<file path="config.mk">
export PLATFORM = sky130hd
export DESIGN_NAME = pong_engine
export DESIGN_NICKNAME = d
export VERILOG_FILES = /design/src/rtl/pong_engine.sv
export SDC_FILE = /design/constraint.sdc
export NUM_CORES = 1
export LEC_CHECK = 0
export ABC_AREA = 1
export BUFFER_PORTS_ARGS = -buffer_cell sky130_fd_sc_hd__buf_2
export CAP_MARGIN = 15
export CELL_PAD_IN_SITES_DETAIL_PLACEMENT = 0
export CELL_PAD_IN_SITES_GLOBAL_PLACEMENT = 1
export CORE_ASPECT_RATIO = 0.8
export CORE_MARGIN = 2
export CORE_UTILIZATION = 30
export CTS_CLUSTER_SIZE = 20
export DETAILED_ROUTE_END_ITERATION = 12
export MAX_ROUTING_LAYER = met4
export PLACE_DENSITY_LB_ADDON = 0.1
export SLEW_MARGIN = 10
export SYNTH_ARGS = -nofsm -noshare
export SYNTH_HDL_FRONTEND = slang
export SYNTH_SLANG_ARGS = --single-unit
</file>
<file path="constraint.sdc">
create_clock -name clock -period 5.1 [get_ports clock]
set_input_delay 0.51 -clock clock [delete_from_list [all_inputs] [get_ports clock]]
set_output_delay 0.51 -clock clock [all_outputs]
set_load 0.02 [all_outputs]
</file>
<file path="src/rtl/pong_engine.sv">
// pong_engine: frame-rate paddle, ball and score state for the Pong renderer.
// Buttons are synchronized; all game state advances only on frame_tick.
module pong_engine #(
  parameter int SCREEN_W     = 640,
  parameter int SCREEN_H     = 480,
  parameter int PADDLE_W     = 8,
  parameter int PADDLE_H     = 64,
  parameter int P1_X         = 16,
  parameter int P2_X         = 616,
  parameter int PADDLE_STEP  = 4,
  parameter int BALL_SIZE    = 8,
  parameter int BALL_SPEED   = 2,
  parameter int SERVE_FRAMES = 60,
  parameter int WIN_SCORE    = 9
) (
  input  logic       clock,
  input  logic       reset,
  input  logic       frame_tick,
  input  logic       up1,
  input  logic       down1,
  input  logic       up2,
  input  logic       down2,
  input  logic       start,
  output logic [8:0] paddle1_y,
  output logic [8:0] paddle2_y,
  output logic [9:0] ball_x,
  output logic [8:0] ball_y,
  output logic [3:0] score1,
  output logic [3:0] score2,
  output logic       playing,
  output logic       game_over
);

  localparam logic [1:0] S_SERVE = 2'd0;
  localparam logic [1:0] S_PLAY  = 2'd1;
  localparam logic [1:0] S_POINT = 2'd2;
  localparam logic [1:0] S_OVER  = 2'd3;

  localparam int CW = $clog2(SERVE_FRAMES + 1);

  localparam logic [10:0] STEP    = 11'(PADDLE_STEP);
  localparam logic [10:0] PAD_MAX = 11'(SCREEN_H - PADDLE_H);
  localparam logic [10:0] PH      = 11'(PADDLE_H);
  localparam logic [10:0] BSZ     = 11'(BALL_SIZE);
  localparam logic [10:0] SPD     = 11'(BALL_SPEED);
  localparam logic [10:0] Y_BOT   = 11'(SCREEN_H - BALL_SIZE);
  localparam logic [10:0] X_RGT   = 11'(SCREEN_W - BALL_SIZE);
  localparam logic [10:0] L_FACE  = 11'(P1_X + PADDLE_W);
  localparam logic [10:0] R_FACE  = 11'(P2_X - BALL_SIZE);

  localparam logic [8:0]    PAD_RST    = 9'((SCREEN_H - PADDLE_H) / 2);
  localparam logic [9:0]    BX_C       = 10'((SCREEN_W - BALL_SIZE) / 2);
  localparam logic [8:0]    BY_C       = 9'((SCREEN_H - BALL_SIZE) / 2);
  localparam logic [3:0]    WIN        = 4'(WIN_SCORE);
  localparam logic [CW-1:0] SERVE_LAST = CW'(SERVE_FRAMES - 1);

  logic [4:0] meta;
  logic [4:0] sync;
  logic       s_up1;
  logic       s_dn1;
  logic       s_up2;
  logic       s_dn2;
  logic       s_start;

  always_ff @(posedge clock) begin
    if (reset) begin
      meta <= '0;
      sync <= '0;
    end else begin
      meta <= {up1, down1, up2, down2, start};
      sync <= meta;
    end
  end

  assign {s_up1, s_dn1, s_up2, s_dn2, s_start} = sync;

  logic [1:0]    state;
  logic [CW-1:0] cnt;
  logic          dx_right;
  logic          dy_down;

  logic [1:0]    state_n;
  logic [CW-1:0] cnt_n;
  logic          dx_n;
  logic          dy_n;
  logic [8:0]    p1_n;
  logic [8:0]    p2_n;
  logic [9:0]    bx_n;
  logic [8:0]    by_n;
  logic [3:0]    s1_n;
  logic [3:0]    s2_n;

  logic [8:0]    p1_mv;
  logic [8:0]    p2_mv;
  logic [10:0]   bx_w;
  logic [10:0]   by_w;

  function automatic logic [8:0] move_paddle(
    input logic [8:0] y,
    input logic       up,
    input logic       dn
  );
    logic [10:0] y_w;
    y_w = {2'b00, y};
    move_paddle = y;
    unique case ({up, dn})
      2'b10: move_paddle = (y_w >= STEP) ? 9'(y_w - STEP) : 9'd0;
      2'b01: move_paddle = (y_w + STEP >= PAD_MAX) ? PAD_MAX[8:0]
                                                  : 9'(y_w + STEP);
      default: ;
    endcase
  endfunction

  function automatic logic overlap(
    input logic [8:0] by,
    input logic [8:0] py
  );
    overlap = ({2'b00, by} + BSZ > {2'b00, py}) &&
              ({2'b00, by} < {2'b00, py} + PH);
  endfunction

  assign p1_mv = move_paddle(paddle1_y, s_up1, s_dn1);
  assign p2_mv = move_paddle(paddle2_y, s_up2, s_dn2);
  assign bx_w  = {1'b0, ball_x};
  assign by_w  = {2'b00, ball_y};

  always_comb begin
    state_n = state;
    cnt_n   = cnt;
    dx_n    = dx_right;
    dy_n    = dy_down;
    p1_n    = paddle1_y;
    p2_n    = paddle2_y;
    bx_n    = ball_x;
    by_n    = ball_y;
    s1_n    = score1;
    s2_n    = score2;
    if (frame_tick) begin
      unique case (state)
        S_SERVE: begin
          p1_n = p1_mv;
          p2_n = p2_mv;
          bx_n = BX_C;
          by_n = BY_C;
          if (cnt == SERVE_LAST) begin
            cnt_n   = '0;
            state_n = S_PLAY;
          end else begin
            cnt_n = cnt + 1'b1;
          end
        end
        S_PLAY: begin
          p1_n = p1_mv;
          p2_n = p2_mv;
          if (!dy_down && by_w <= SPD) begin
            by_n = '0;
            dy_n = 1'b1;
          end else if (dy_down && by_w + SPD >= Y_BOT) begin
            by_n = Y_BOT[8:0];
            dy_n = 1'b0;
          end else if (dy_down) begin
            by_n = 9'(by_w + SPD);
          end else begin
            by_n = 9'(by_w - SPD);
          end
          // Collision uses this tick's paddle position but the old ball_y.
          if (!dx_right) begin
            if (bx_w >= L_FACE && bx_w <= L_FACE + SPD &&
                overlap(ball_y, p1_mv)) begin
              bx_n = L_FACE[9:0];
              dx_n = 1'b1;
            end else if (bx_w <= SPD) begin
              s2_n    = score2 + 4'd1;
              state_n = S_POINT;
            end else begin
              bx_n = 10'(bx_w - SPD);
            end
          end else begin
            if (bx_w <= R_FACE && bx_w + SPD >= R_FACE &&
                overlap(ball_y, p2_mv)) begin
              bx_n = R_FACE[9:0];
              dx_n = 1'b0;
            end else if (bx_w + SPD >= X_RGT) begin
              s1_n    = score1 + 4'd1;
              state_n = S_POINT;
            end else begin
              bx_n = 10'(bx_w + SPD);
            end
          end
        end
        S_POINT: begin
          // dx still points at the conceding side, so the serve goes there.
          bx_n    = BX_C;
          by_n    = BY_C;
          cnt_n   = '0;
          state_n = (score1 == WIN || score2 == WIN) ? S_OVER : S_SERVE;
        end
        S_OVER: begin
          if (s_start) begin
            state_n = S_SERVE;
            cnt_n   = '0;
            dx_n    = 1'b1;
            dy_n    = 1'b1;
            p1_n    = PAD_RST;
            p2_n    = PAD_RST;
            bx_n    = BX_C;
            by_n    = BY_C;
            s1_n    = '0;
            s2_n    = '0;
          end
        end
        default: ;
      endcase
    end
  end

  always_ff @(posedge clock) begin
    if (reset) begin
      state     <= S_SERVE;
      cnt       <= '0;
      dx_right  <= 1'b1;
      dy_down   <= 1'b1;
      paddle1_y <= PAD_RST;
      paddle2_y <= PAD_RST;
      ball_x    <= BX_C;
      ball_y    <= BY_C;
      score1    <= '0;
      score2    <= '0;
    end else begin
      state     <= state_n;
      cnt       <= cnt_n;
      dx_right  <= dx_n;
      dy_down   <= dy_n;
      paddle1_y <= p1_n;
      paddle2_y <= p2_n;
      ball_x    <= bx_n;
      ball_y    <= by_n;
      score1    <= s1_n;
      score2    <= s2_n;
    end
  end

  assign playing   = (state == S_PLAY);
  assign game_over = (state == S_OVER);

endmodule

</file>
==> results by group, run 1 <==
Clock network
  • Inserted Clock Buffers: 9
  • CTS clk-pin slew, worst paths: 0.06 ns
  • # hold bufs at CTS: 0
  • Setup Fix Bufs, Post-CTS: 0
  • CTS H-Tree Depth: 3
  • CTS Buffer Depth: 2
  • CTS Root Cell: clkbuf_16
  • Worst skew pair latency: 0.34 ns
  • CTS Sinks: 63
  • Post-cts sizing count: 0
  • TritonCTS clock tree: yes

Pwr
  • Comb pwr share: 26.3%
  • Pint: 0.00117 W
  • Sw Pwr: 0.000605 W
  • Power per Cell Area: 283 nW/µm²
  • Seq pwr share: 32.6%
  • Peak VDD IR: 0.126 mV
  • Sw frac: 34.1%
  • Clock share of power: 41.1%
  • Total power: 0.00177 W
  • Leak: 2.98 nW

Layout
  • Inserted Diodes: 0
  • Most frequent cells in the layout: nand2_1, inv_1, nor2_1
  • Fillers: 1,981
  • Non-filler cells, final: 1,122
  • Synth-to-layout area growth: 15.1%
  • Util after Layout: 34.9%
  • Nets: 949
  • Multi-input gate area: 3620 µm²
  • Most common cell after layout, fill and taps aside: nand2_1
  • Storage element area: 1260 µm²
  • Layout cells sized above 1: 11.4%
  • Design Area, Final: 6260 µm²

Die
  • Die W: 155 µm
  • I/O Pins: 55
  • Starting Density: 30.3%
  • CORE AREA: 17,900 µm²
  • Cell Rows: 44
  • Die footprint: 19,200 µm²
  • Die Y: 124 µm

Worst setup path
  • Endpoint required time on the critical path: 5.29 ns
  • Critical path's top delay family: simple AND/OR/NAND/NOR gates
  • Crit start category: register
  • Critical path arrival: 4.10 ns
  • Crit path capture type: register
  • Crit-path most repeated cell: nand2_1
  • Buf/Inv on CP: 1
  • CP max-delay cell: dfxtp_1
  • Critical Path Fanout Max: 8
  • Critical Path Max Stage Delay: 0.47 ns
  • Crit Path Category: register to register
  • Worst-path cell chain: ha_1, nand2_1, nor2_1, nand2_1, nand2_1, nand2_1, nand3_2, nand3_1, o311ai_0, o21ai_0, ha_1, nand2_1, nor2_1, a211oi_1, o2111ai_1, a21oi_1, nor2_1, nand3_4, nand3_4, nand2_4, clkinv_4, nand2_1, nand3_1

Placed design
  • Input/output buffers: 52
  • Placed insts: 1,106
  • GP Congestion: 0.898
  • Post-Place Cell Area: 5910 µm²
  • DP HPWL: 13,300 µm

Global routing
  • GRT overflow: 0
  • First-pass GRT wire length: 27,900 µm
  • Gr usage total: 18.8%
  • Vias in the first global route: 5,215
  • Largest net degree at the start of global routing: 31
  • Initial antenna violation count: 0

Drt
  • DRC: 0
  • Vias per cell: 4.95
  • DRT iter0 DRCs: 359
  • DR vias: 5,557
  • TritonRoute pass-1 iters: 5
  • WL/cell: 15.3 µm
  • DRT Wirelength: 17,200 µm
  • Antenna Nets Post-Route: 0

Synthesis
  • Area share of the largest cell type after synthesis: 23.2%
  • Yosys warnings: 0
  • Avg Inst Size Synth: 6.47 µm²
  • Post-synth top flop: dfxtp_1
  • Largest cells by area after synthesis: dfxtp_1, nand2_1, ha_1
  • Synth Cell Area: 5440 µm²
  • Netlist cell types: 53
  • Number of flops mapped to enable cells by yosys: 0
  • Sequential share of the synthesized area: 23.2%
  • Post-synthesis cell count: 841
  • Post-synth ARST share: 0%
  • Cell taking the most area after synthesis: dfxtp_1
  • Yosys reg bits: 63

Timing
  • Max Slew Vio Count: 0
  • Tmin final: 3.91 ns
  • Setup_tns: 0 ns
  • Slew headroom: 35.0%
  • Tightest Pin Transition: 0.970 ns
  • Final Hold Viols: 0
  • Clock Skew: 0.00739 ns
  • RSZ-0062 raised after global routing: no
  • Endpoints failing setup: 0
  • Peak Freq: 0.256 GHz
  • Tcrit/Tclk final: 76.6%

Job
  • Max-cap check violation count: 0

Hold path
  • Hold crit path type: input pin to register

Status
  • Outcome: complete, no violations
-- final cells by class --
cell class	count	area share [%]
Multi-Input combinational cell	638	57.9
Sequential cell	63	20.2
Inverter	120	7.28
Tap cell	230	4.60
Timing Repair Buffer	55	4.52
Clock buffer	9	3.60
Clock inverter	7	1.92
-- kinds of logic after synthesis --
family / synth area share (%)
flops: 23.2
simple gates: 34.2
xor+xnor: 5.48
fa+ha+maj: 12.4
other cells: 0.0690
compound gates: 14.4
buf+inv: 10.2
-- flip-flops by register name, indices dropped and copies added (netlist names) --
name and cells:
ball_x 9, paddle1_y 9, paddle2_y 9, ball_y 8, cnt 6, meta 5, sync 5, score1 4
score2 4, state 2, dx_right 1, dy_down 1
-- worst min-delay path: cells and delay by family --
| family | cells | cell delay [ns] |
|---|---|---|
| buffers and inverters | 2 | 0.11 |
| and+or+nand+nor | 1 | 0.06 |
-- through the flow --
stage               hold WS, ns  worst slack, ns
finish                    0.375             1.19
global route              0.364            0.787
CTS                       0.360             1.16
detailed placement        0.398             1.19
global placement          0.395             1.18
floorplan                 0.388             1.81
-- synthesized netlist by cell type (4+ instances only) --
library cell and n:
nand2_1 183, inv_1 112, nor2_1 107, nand3_1 72, dfxtp_1 63, ha_1 54
a21oi_1 40, o21ai_0 32, xor2_1 29, o211ai_1 16, nand4_1 14, nor3_1 13
clkbuf_1 12, o22ai_1 8, a211oi_1 6, buf_2 5, nand2_2 5, xnor2_1 5
inv_2 4, nand3b_1 4, nor4_1 4, o31ai_1 4, or2_2 4
-- routing by layer --
metal	global-route usage [%]	share of wire, %	up-vias
met2	26.2	41	126
met4	4.74	1.1	0
li1	-	-	2849
met3	3.48	4.7	12
met1	27.7	53	2570
met5	-	0	-
-- path summary, 6_finish.rpt --
kind	from	endpoint	slack, ns	cells past startpoint
setup reg to reg	paddle2_y[2]$_SDFFE_PP0P_	ball_x[4]$_SDFFE_PP1P_	1.19	23
hold reg to reg	meta[1]$_SDFF_PP0_	sync[1]$_SDFF_PP0_	0.41	2
setup / recovery	paddle2_y[2]$_SDFFE_PP0P_	ball_x[4]$_SDFFE_PP1P_	1.19	23
hold / removal	down2	meta[1]$_SDFF_PP0_	0.37	3
-- power groups by stage --
stage          clock network (W)  registers (W)  logic, W
2_1_floorplan                  0       0.000585  0.000338
3_3_place_gp                   0       0.000586  0.000464
3_5_place_dp                   0       0.000588  0.000466
4_1_cts                 0.000749       0.000577  0.000469
5_1_grt                 0.000770       0.000584  0.000532
6_report                0.000728       0.000578  0.000466
(Power assumes the default switching activity.)
==> run 2, diff against run 1 <==
ABC_AREA = 0   (was 1)
clock period = 3.4 ns   (was 5.1 ns; I/O delays follow)
==> run 2 against run 1 <==
The flow now finishes with violations (setup timing). Largest cell class unchanged. Sequential share of layout area decreased by 4.3 points. Critical path type unchanged. Fmax down 5.1%. Synthesized cell count is 14% lower.
==> results by group, run 2 <==
Layout
  • Fillers: 1,809 (-8.7%)
  • Synth-to-layout area growth: 45.3%
  • Nets: 978 (+3.1%)
  • Layout cells sized above 1: 37.8% (+26 points)
  • Most common cell after layout, fill and taps aside: buf_4
  • Most frequent cells in the layout: buf_4, nor2_1, nand2_1
  • Non-filler cells, final: 1,151 (+2.6%)
  • Design Area, Final: 8090 µm² (+29%)
  • Inserted Diodes: 0 (unchanged)
  • Largest registers: ball_x x9, paddle1_y x9, paddle2_y x9
  • Util after Layout: 44.5% (+9.7 points)

Pwr
  • Sw frac: 29.7% (-4.5 points)
  • Pint: 0.00159 W (+36%)
  • Power per Cell Area: 279 nW/µm² (-1.6%)
  • Clock share of power: 43.2% (+2.1 points)
  • Comb pwr share: 22.5% (-3.8 points)
  • Peak VDD IR: 0.234 mV (+85%)
  • Sw Pwr: 0.000669 W (+11%)
  • Seq pwr share: 34.3% (+1.7 points)
  • Leak: 3.32 nW (+11%)

Worst setup path
  • Register-to-Register Path Depth: 19 (-17%)
  • Critical path arrival: 4.35 ns (+0.25 ns)
  • Worst setup path start: paddle1_y[3]$_SDFFE_PP0P_
  • Crit Path Category: register to register
  • Critical Path Fanout Max: 4 (-4)
  • Crit start category: register
  • Endpoint required time on the critical path: 3.64 ns (-1.65 ns)
  • Worst-path cell chain: inv_2, ha_4, nor3b_4, or4_4, o31a_1, buf_4, a22oi_2, nor3_2, a21oi_4, buf_12, ha_4, a21o_1, a21o_1, a2111oi_4, o311a_1, o32ai_2, a21oi_4, o32ai_2, a311o_1
  • FF-to-FF End: ball_x[7]$_SDFFE_PP0P_
  • Crit path capture type: register
  • CP max-delay cell: or4_4
  • Critical Path Max Stage Delay: 0.49 ns (+0.02 ns)
  • Reg-to-reg startpoint: paddle1_y[3]$_SDFFE_PP0P_
  • Crit path to: ball_x[7]$_SDFFE_PP0P_
  • Worst R2R Setup Slack: -0.72 ns (-1.91 ns)

Timing
  • Endpoints failing setup: 16 (+16)
  • Fin Hold WS: 0.199 ns (-0.175 ns)
  • RSZ-0062 raised after global routing: yes
  • Final Hold Viols: 0 (unchanged)
  • Max Slew Vio Count: 0 (unchanged)
  • Peak Freq: 0.243 GHz (-5.1%)
  • Clock Skew: 0.0103 ns (+0.00293 ns)
  • Slew headroom: 30.2% (-4.7 points)
  • Tmin final: 4.12 ns (+0.209 ns)
  • Final setup margin: -0.717 ns (-1.91 ns)
  • Tcrit/Tclk final: 121% (+44 points)
  • Tightest Pin Transition: 1.04 ns (+0.0697 ns)

Clock network
  • Worst skew pair latency: 0.35 ns (about the same)
  • # hold bufs at CTS: 0 (unchanged)
  • Inserted Clock Buffers: 9 (unchanged)
  • CTS clk-pin slew, worst paths: 0.06 ns (about the same)
  • CTS H-Tree Depth: 3 (unchanged)
  • TritonCTS clock tree: yes
  • CTS Buffer Depth: 2 (unchanged)
  • CTS Root Cell: clkbuf_16
  • CTS Sinks: 63 (unchanged)

Drt
  • Met3 wire len: 888 µm (+11%)
  • DRT Wirelength: 20,600 µm (+20%)
  • Antenna Nets Post-Route: 0 (unchanged)
  • WL/cell: 17.9 µm (+17%)
  • TritonRoute pass-1 iters: 5 (unchanged)
  • DRT iter0 DRCs: 381 (+6.1%)
  • Met2 wire len: 8820 µm (+26%)
  • DR vias: 6,243 (+12%)
  • Top Layer Used: met4
  • DRT met1 WL: 10,600 µm (+16%)
  • DRC: 0 (unchanged)
  • Vias per cell: 5.42 (+9.5%)

Die
  • Die footprint: 19,700 µm² (+2.3%)
  • Starting Density: 30.7% (+0.36 points)
  • CORE AREA: 18,200 µm² (+1.2%)
  • I/O Pins: 55 (unchanged)
  • Die Y: 126 µm (+1.2%)
  • Cell Rows: 44 (unchanged)
  • Die W: 156 µm (+1.2%)

Synthesis
  • Number of flops mapped to enable cells by yosys: 0 (unchanged)
  • Cell taking the most area after synthesis: dfxtp_1
  • Post-synthesis adder-cell area fraction: 12.1% (-0.29 points)
  • Yosys warnings: 0 (unchanged)
  • Synth Cell Area: 5570 µm² (+2.4%)
  • Netlist cell types: 93 (+75%)
  • Avg Inst Size Synth: 7.70 µm² (+19%)
  • Synth top cells by count: nor2_1, dfxtp_1, nand2_1
  • Most frequent cell after synthesis: nor2_1
  • Post-synth ARST share: 0% (unchanged)
  • Largest cells by area after synthesis: dfxtp_1, ha_1, nor2_1
  • Synth Area in Compound Gates: 27.8% (+13 points)
  • Yosys reg bits: 63 (unchanged)
  • Mux share of post-synthesis cell area: 0.966% (+0.97 points)
  • Synth Area in XOR/XNOR: 3.46% (-2.0 points)
  • Simple-Gate Fraction of Synth Area: 25.3% (-8.9 points)
  • Post-synth top flop: dfxtp_1
  • Largest family of logic cells by synthesized area: compound AO/OA/AOI/OAI gates
  • Sequential share of the synthesized area: 22.6% (-0.55 points)
  • Area share of the largest cell type after synthesis: 22.6% (-0.55 points)
  • Post-synthesis cell count: 723 (-14%)

Global routing
  • Vias in the first global route: 6,012 (+15%)
  • GRT overflow: 0 (unchanged)
  • First-pass GRT wire length: 32,700 µm (+17%)
  • Largest net degree at the start of global routing: 41 (+32%)
  • Initial antenna violation count: 0 (unchanged)
  • Gr usage total: 21.7% (+2.9 points)

Hold path
  • Hold crit path type: input pin to register

Placed design
  • Placed insts: 1,102 (-0.36%)
  • Input/output buffers: 52 (unchanged)
  • GP Congestion: 0.850 (-5.3%)
  • Post-Place Cell Area: 7080 µm² (+20%)
  • DP HPWL: 15,200 µm (+15%)

Job
  • Max-cap check violation count: 0 (unchanged)

Status
  • Violated checks: setup timing
  • Outcome: complete, but fails checks
[run 2: cell types whose count changed after synthesis, moves of 9 or more]
cell      previous run  this run
nand3_1             72        29
nand2_1            183        58
inv_1              112        42
nor2_1             107        67
clkbuf_1            12        29
and2_1               1        10
o211ai_1            16         7
xor2_1              29        11
nor2b_1              0        17
[run 2: cell type report]
type,count,area [µm²],area share (%)
flip-flops and latches,63,1280,15.8
inverters,44,170,2.10
well taps,230,288,3.56
clock inverters,6,68.8,0.850
multi-input cells,570,4390,54.2
clock buffers,10,239,2.95
repair buffers,228,1660,20.5
[run 2: logic make-up (layout without fill, tap and decap cells)]
family                     count (synthesis)  in the layout
adders and majority gates                 54             54
buffers and inverters                     91            288
and+or+nand+nor                          273            273
other                                      1              2
DFF                                       63             63
AOI/OAI and AO/OA                        214            214
xor gates and xnor gates                  22             22
muxes                                      5              5
[run 2: repair_timing]
item / CTS / global route
gates resized for setup: 40 / 45
setup buffers: 29 / 11
setup endpoints to repair: 16 / 16
pin swaps: 33 / 34
[run 2: worst min-delay path by stage]
stage	cells after the start	end	slack, ns	startpoint
floorplan	1	sync[0]$_SDFF_PP0_	0.41	meta[0]$_SDFF_PP0_
global placement	1	sync[3]$_SDFF_PP0_	0.43	meta[3]$_SDFF_PP0_
detailed placement	1	sync[0]$_SDFF_PP0_	0.43	meta[0]$_SDFF_PP0_
CTS	2	meta[0]$_SDFF_PP0_	0.19	start
global route	2	meta[0]$_SDFF_PP0_	0.21	start
finish	2	meta[0]$_SDFF_PP0_	0.20	start
[run 2: power groups by stage]
stage,clock (W),combinational (W),sequential [W]
after floorplan,0,0.000253,0.000789
after global placement,0,0.000411,0.000788
after detailed placement,0,0.000413,0.000788
after CTS,0.000999,0.000453,0.000772
after global routing,0.00102,0.000557,0.000775
final,0.000974,0.000508,0.000772
[run 2: metrics by stage]
| stage | setup slack (ns) | TNS (ns) | total power (W) |
|---|---|---|---|
| final | -0.717 | -9.51 | 0.00225 |
| after global routing | -0.862 | -11.81 | 0.00236 |
| after CTS | -0.690 | -9.20 | 0.00222 |
| after detailed placement | -0.949 | -12.74 | 0.00120 |
| after global placement | -0.937 | -12.78 | 0.00120 |
| after floorplan | -0.675 | -5.00 | 0.00104 |
[run 2: routing by layer]
layer	up-vias	global-route usage, %
met3	18	3.61
met2	159	30.7
met4	0	5.07
li1	3061	-
met1	3005	31.9
met5	-	-
[run 2: critical path, delay by kind of cell (launching register included)]
| family | cells | cell delay, ns |
|---|---|---|
| AO/OA/AOI/OAI | 11 | 2.25 |
| AND/OR/NAND/NOR | 3 | 0.71 |
| flip-flops | 1 | 0.36 |
| buffers and inverters | 3 | 0.36 |
| adder cells (fa/ha/maj) | 2 | 0.34 |
==> run 3, diff against run 2 <==
CELL_PAD_IN_SITES_DETAIL_PLACEMENT = 1   (was 0)
CELL_PAD_IN_SITES_GLOBAL_PLACEMENT = 2   (was 1)
==> run 3 against run 2 <==
Cell area fell by 0.37%. Cell count decreased by 0.17%. Flip-flop and latch count unchanged. The run still ends with setup timing left. Count of clock-buffer cells in the layout unchanged. Core utilization is 0.17 points lower.
==> results by group, run 3 (synthesis results as in run 2) <==
Status
  • Outcome: complete, but fails checks
  • Violated checks: setup timing

Worst setup path
  • Endpoint required time on the critical path: 3.64 ns (about the same)
  • CP max-delay cell: or4_4
  • Worst-path cell chain: or4_4, o41ai_4, buf_4, nor2_2, a21oi_2, nor2_1, a21oi_2, ha_4, buf_6, a21o_1, nand3_2, a21oi_2, a211oi_2, a221o_1, a211o_4, and2_4, a2111o_1, a31o_1
  • Reg-to-reg startpoint: paddle2_y[2]$_SDFFE_PP0P_
  • Crit start category: register
  • Critical Path Max Stage Delay: 0.60 ns (+0.11 ns)
  • Worst setup path start: paddle2_y[2]$_SDFFE_PP0P_
  • Critical path arrival: 4.38 ns (+0.03 ns)
  • Crit-path most repeated cell: a21oi_2
  • Crit Path Category: register to register
  • Crit path capture type: register
  • Critical Path Fanout Max: 8 (+4)

Clock network
  • CTS Root Cell: clkbuf_16
  • Inserted Clock Buffers: 9 (unchanged)
  • CTS clk-pin slew, worst paths: 0.05 ns (about the same)
  • CTS Sinks: 63 (unchanged)
  • CTS H-Tree Depth: 3 (unchanged)
  • TritonCTS clock tree: yes
  • Worst skew pair latency: 0.36 ns (about the same)
  • CTS Buffer Depth: 2 (unchanged)

Global routing
  • Initial antenna violation count: 0 (unchanged)
  • Largest net degree at the start of global routing: 41 (unchanged)
  • Gr usage total: 24.0% (+2.3 points)
  • Vias in the first global route: 6,514 (+8.3%)
  • GRT overflow: 0 (unchanged)
  • First-pass GRT wire length: 36,000 µm (+10%)

Die
  • Die Y: 126 µm (unchanged)
  • Starting Density: 30.7% (unchanged)
  • I/O Pins: 55 (unchanged)
  • Die W: 156 µm (unchanged)
  • CORE AREA: 18,200 µm² (unchanged)
  • Die footprint: 19,700 µm² (unchanged)
  • Cell Rows: 44 (unchanged)

Placed design
  • GP Congestion: 0.896 (+5.5%)
  • Post-place setup slack: -0.847 ns (+0.102 ns)
  • Input/output buffers: 52 (unchanged)
  • DP HPWL: 17,000 µm (+11%)
  • Post-Place Cell Area: 7100 µm² (+0.21%)

Drt
  • Vias per cell: 5.48 (+1.0%)
  • DRT iter0 DRCs: 281 (-26%)
  • WL/cell: 19.5 µm (+9.4%)
  • DRT Wirelength: 22,400 µm (+9.2%)
  • DR vias: 6,295 (+0.83%)
  • Antenna Nets Post-Route: 0 (unchanged)
  • TritonRoute pass-1 iters: 4 (-1)
  • DRC: 0 (unchanged)

Timing
  • Peak Freq: 0.241 GHz (-0.60%)
  • Tmin final: 4.14 ns (+0.0247 ns)
  • Final setup margin: -0.741 ns (-0.0247 ns)
  • Max Slew Vio Count: 0 (unchanged)
  • Endpoints failing setup: 16 (unchanged)
  • RSZ-0062 raised after global routing: yes
  • Final Hold Viols: 0 (unchanged)
  • Clock Skew: 0.0104 ns (+0.0000389 ns)
  • Tightest Pin Transition: 1.11 ns (+0.0697 ns)
  • Tcrit/Tclk final: 122% (+0.73 points)
  • Slew headroom: 25.6% (-4.7 points)

Pwr
  • Power per Cell Area: 283 nW/µm² (+1.6%)
  • Leak: 3.33 nW (+0.18%)
  • Total power: 0.00228 W (+1.3%)
  • Peak VDD IR: 0.160 mV (-32%)

Hold path
  • Hold crit path type: input pin to register
  • Worst hold path startpoint: down2

Job
  • Max-cap check violation count: 0 (unchanged)

Layout
  • Most frequent cells in the layout: buf_4, nor2_1, nand2_1, dfxtp_1, buf_2
  • Util after Layout: 44.4% (-0.17 points)
  • Design Area, Final: 8060 µm² (-0.37%)
  • Nets: 976 (-0.20%)
  • Layout cells sized above 1: 37.3% (-0.46 points)
  • Most common cell after layout, fill and taps aside: buf_4
  • Inserted Diodes: 0 (unchanged)
  • Largest registers: ball_x x9, paddle1_y x9, paddle2_y x9
  • Synth-to-layout area growth: 44.8%
[run 3: power breakdown]
part | internal, W | switching (W) | total [W]
sequential | 0.000752 | 0.0000185 | 0.000771
combinational | 0.000235 | 0.000267 | 0.000501
clock | 0.000639 | 0.000372 | 0.00101
[run 3: path summary, 6_finish.rpt]
kind                             to  slack [ns]  cells after the start
max          ball_x[3]$_SDFFE_PP1P_       -0.74                     18
max reg2reg  ball_x[3]$_SDFFE_PP1P_       -0.74                     18
min reg2reg      sync[3]$_SDFF_PP0_        0.44                      1
min              meta[1]$_SDFF_PP0_        0.20                      2
[run 3: final cells by class]
class	count	area [µm²]
sequential	63	1280
fill	2208	10100
tap	230	288
timing repair buffer	226	1620
clock inverter	6	83.8
clock buffer	10	229
inverter	44	170
multi-input combinational	570	4390
[run 3: per-layer routing]
layer / GRT usage (%) / part of all wire (%)
met1: 33.1 / 49
met2: 37.1 / 46
met3: 3.61 / 3.5
met4: 5.56 / 1.4
met5: - / 0
[run 3: critical path: cells and delay by family (launching register included)]
kind / cells / cell delay (ns)
compound gates: 10 / 2.25
fa+ha+maj: 1 / 0.16
flops: 1 / 0.38
buf+inv: 2 / 0.27
simple gates: 5 / 0.96
[run 3: stage by stage]
stage               std cells  hold slack [ns]  setup TNS [ns]
floorplan                 724            0.414           -5.00
global placement         1104            0.435           -9.26
detailed placement       1104            0.431          -10.99
CTS                      1143            0.205           -8.20
global route             1149            0.216          -12.85
finish                   1149            0.204           -9.66
[run 3: what timing repair did]
item                       4_1_cts  5_1_grt
setup endpoints to repair       16       16
hold buffers                     0        0
pin swaps                       24       22
gates resized for setup         47       38
setup buffers                   24        6
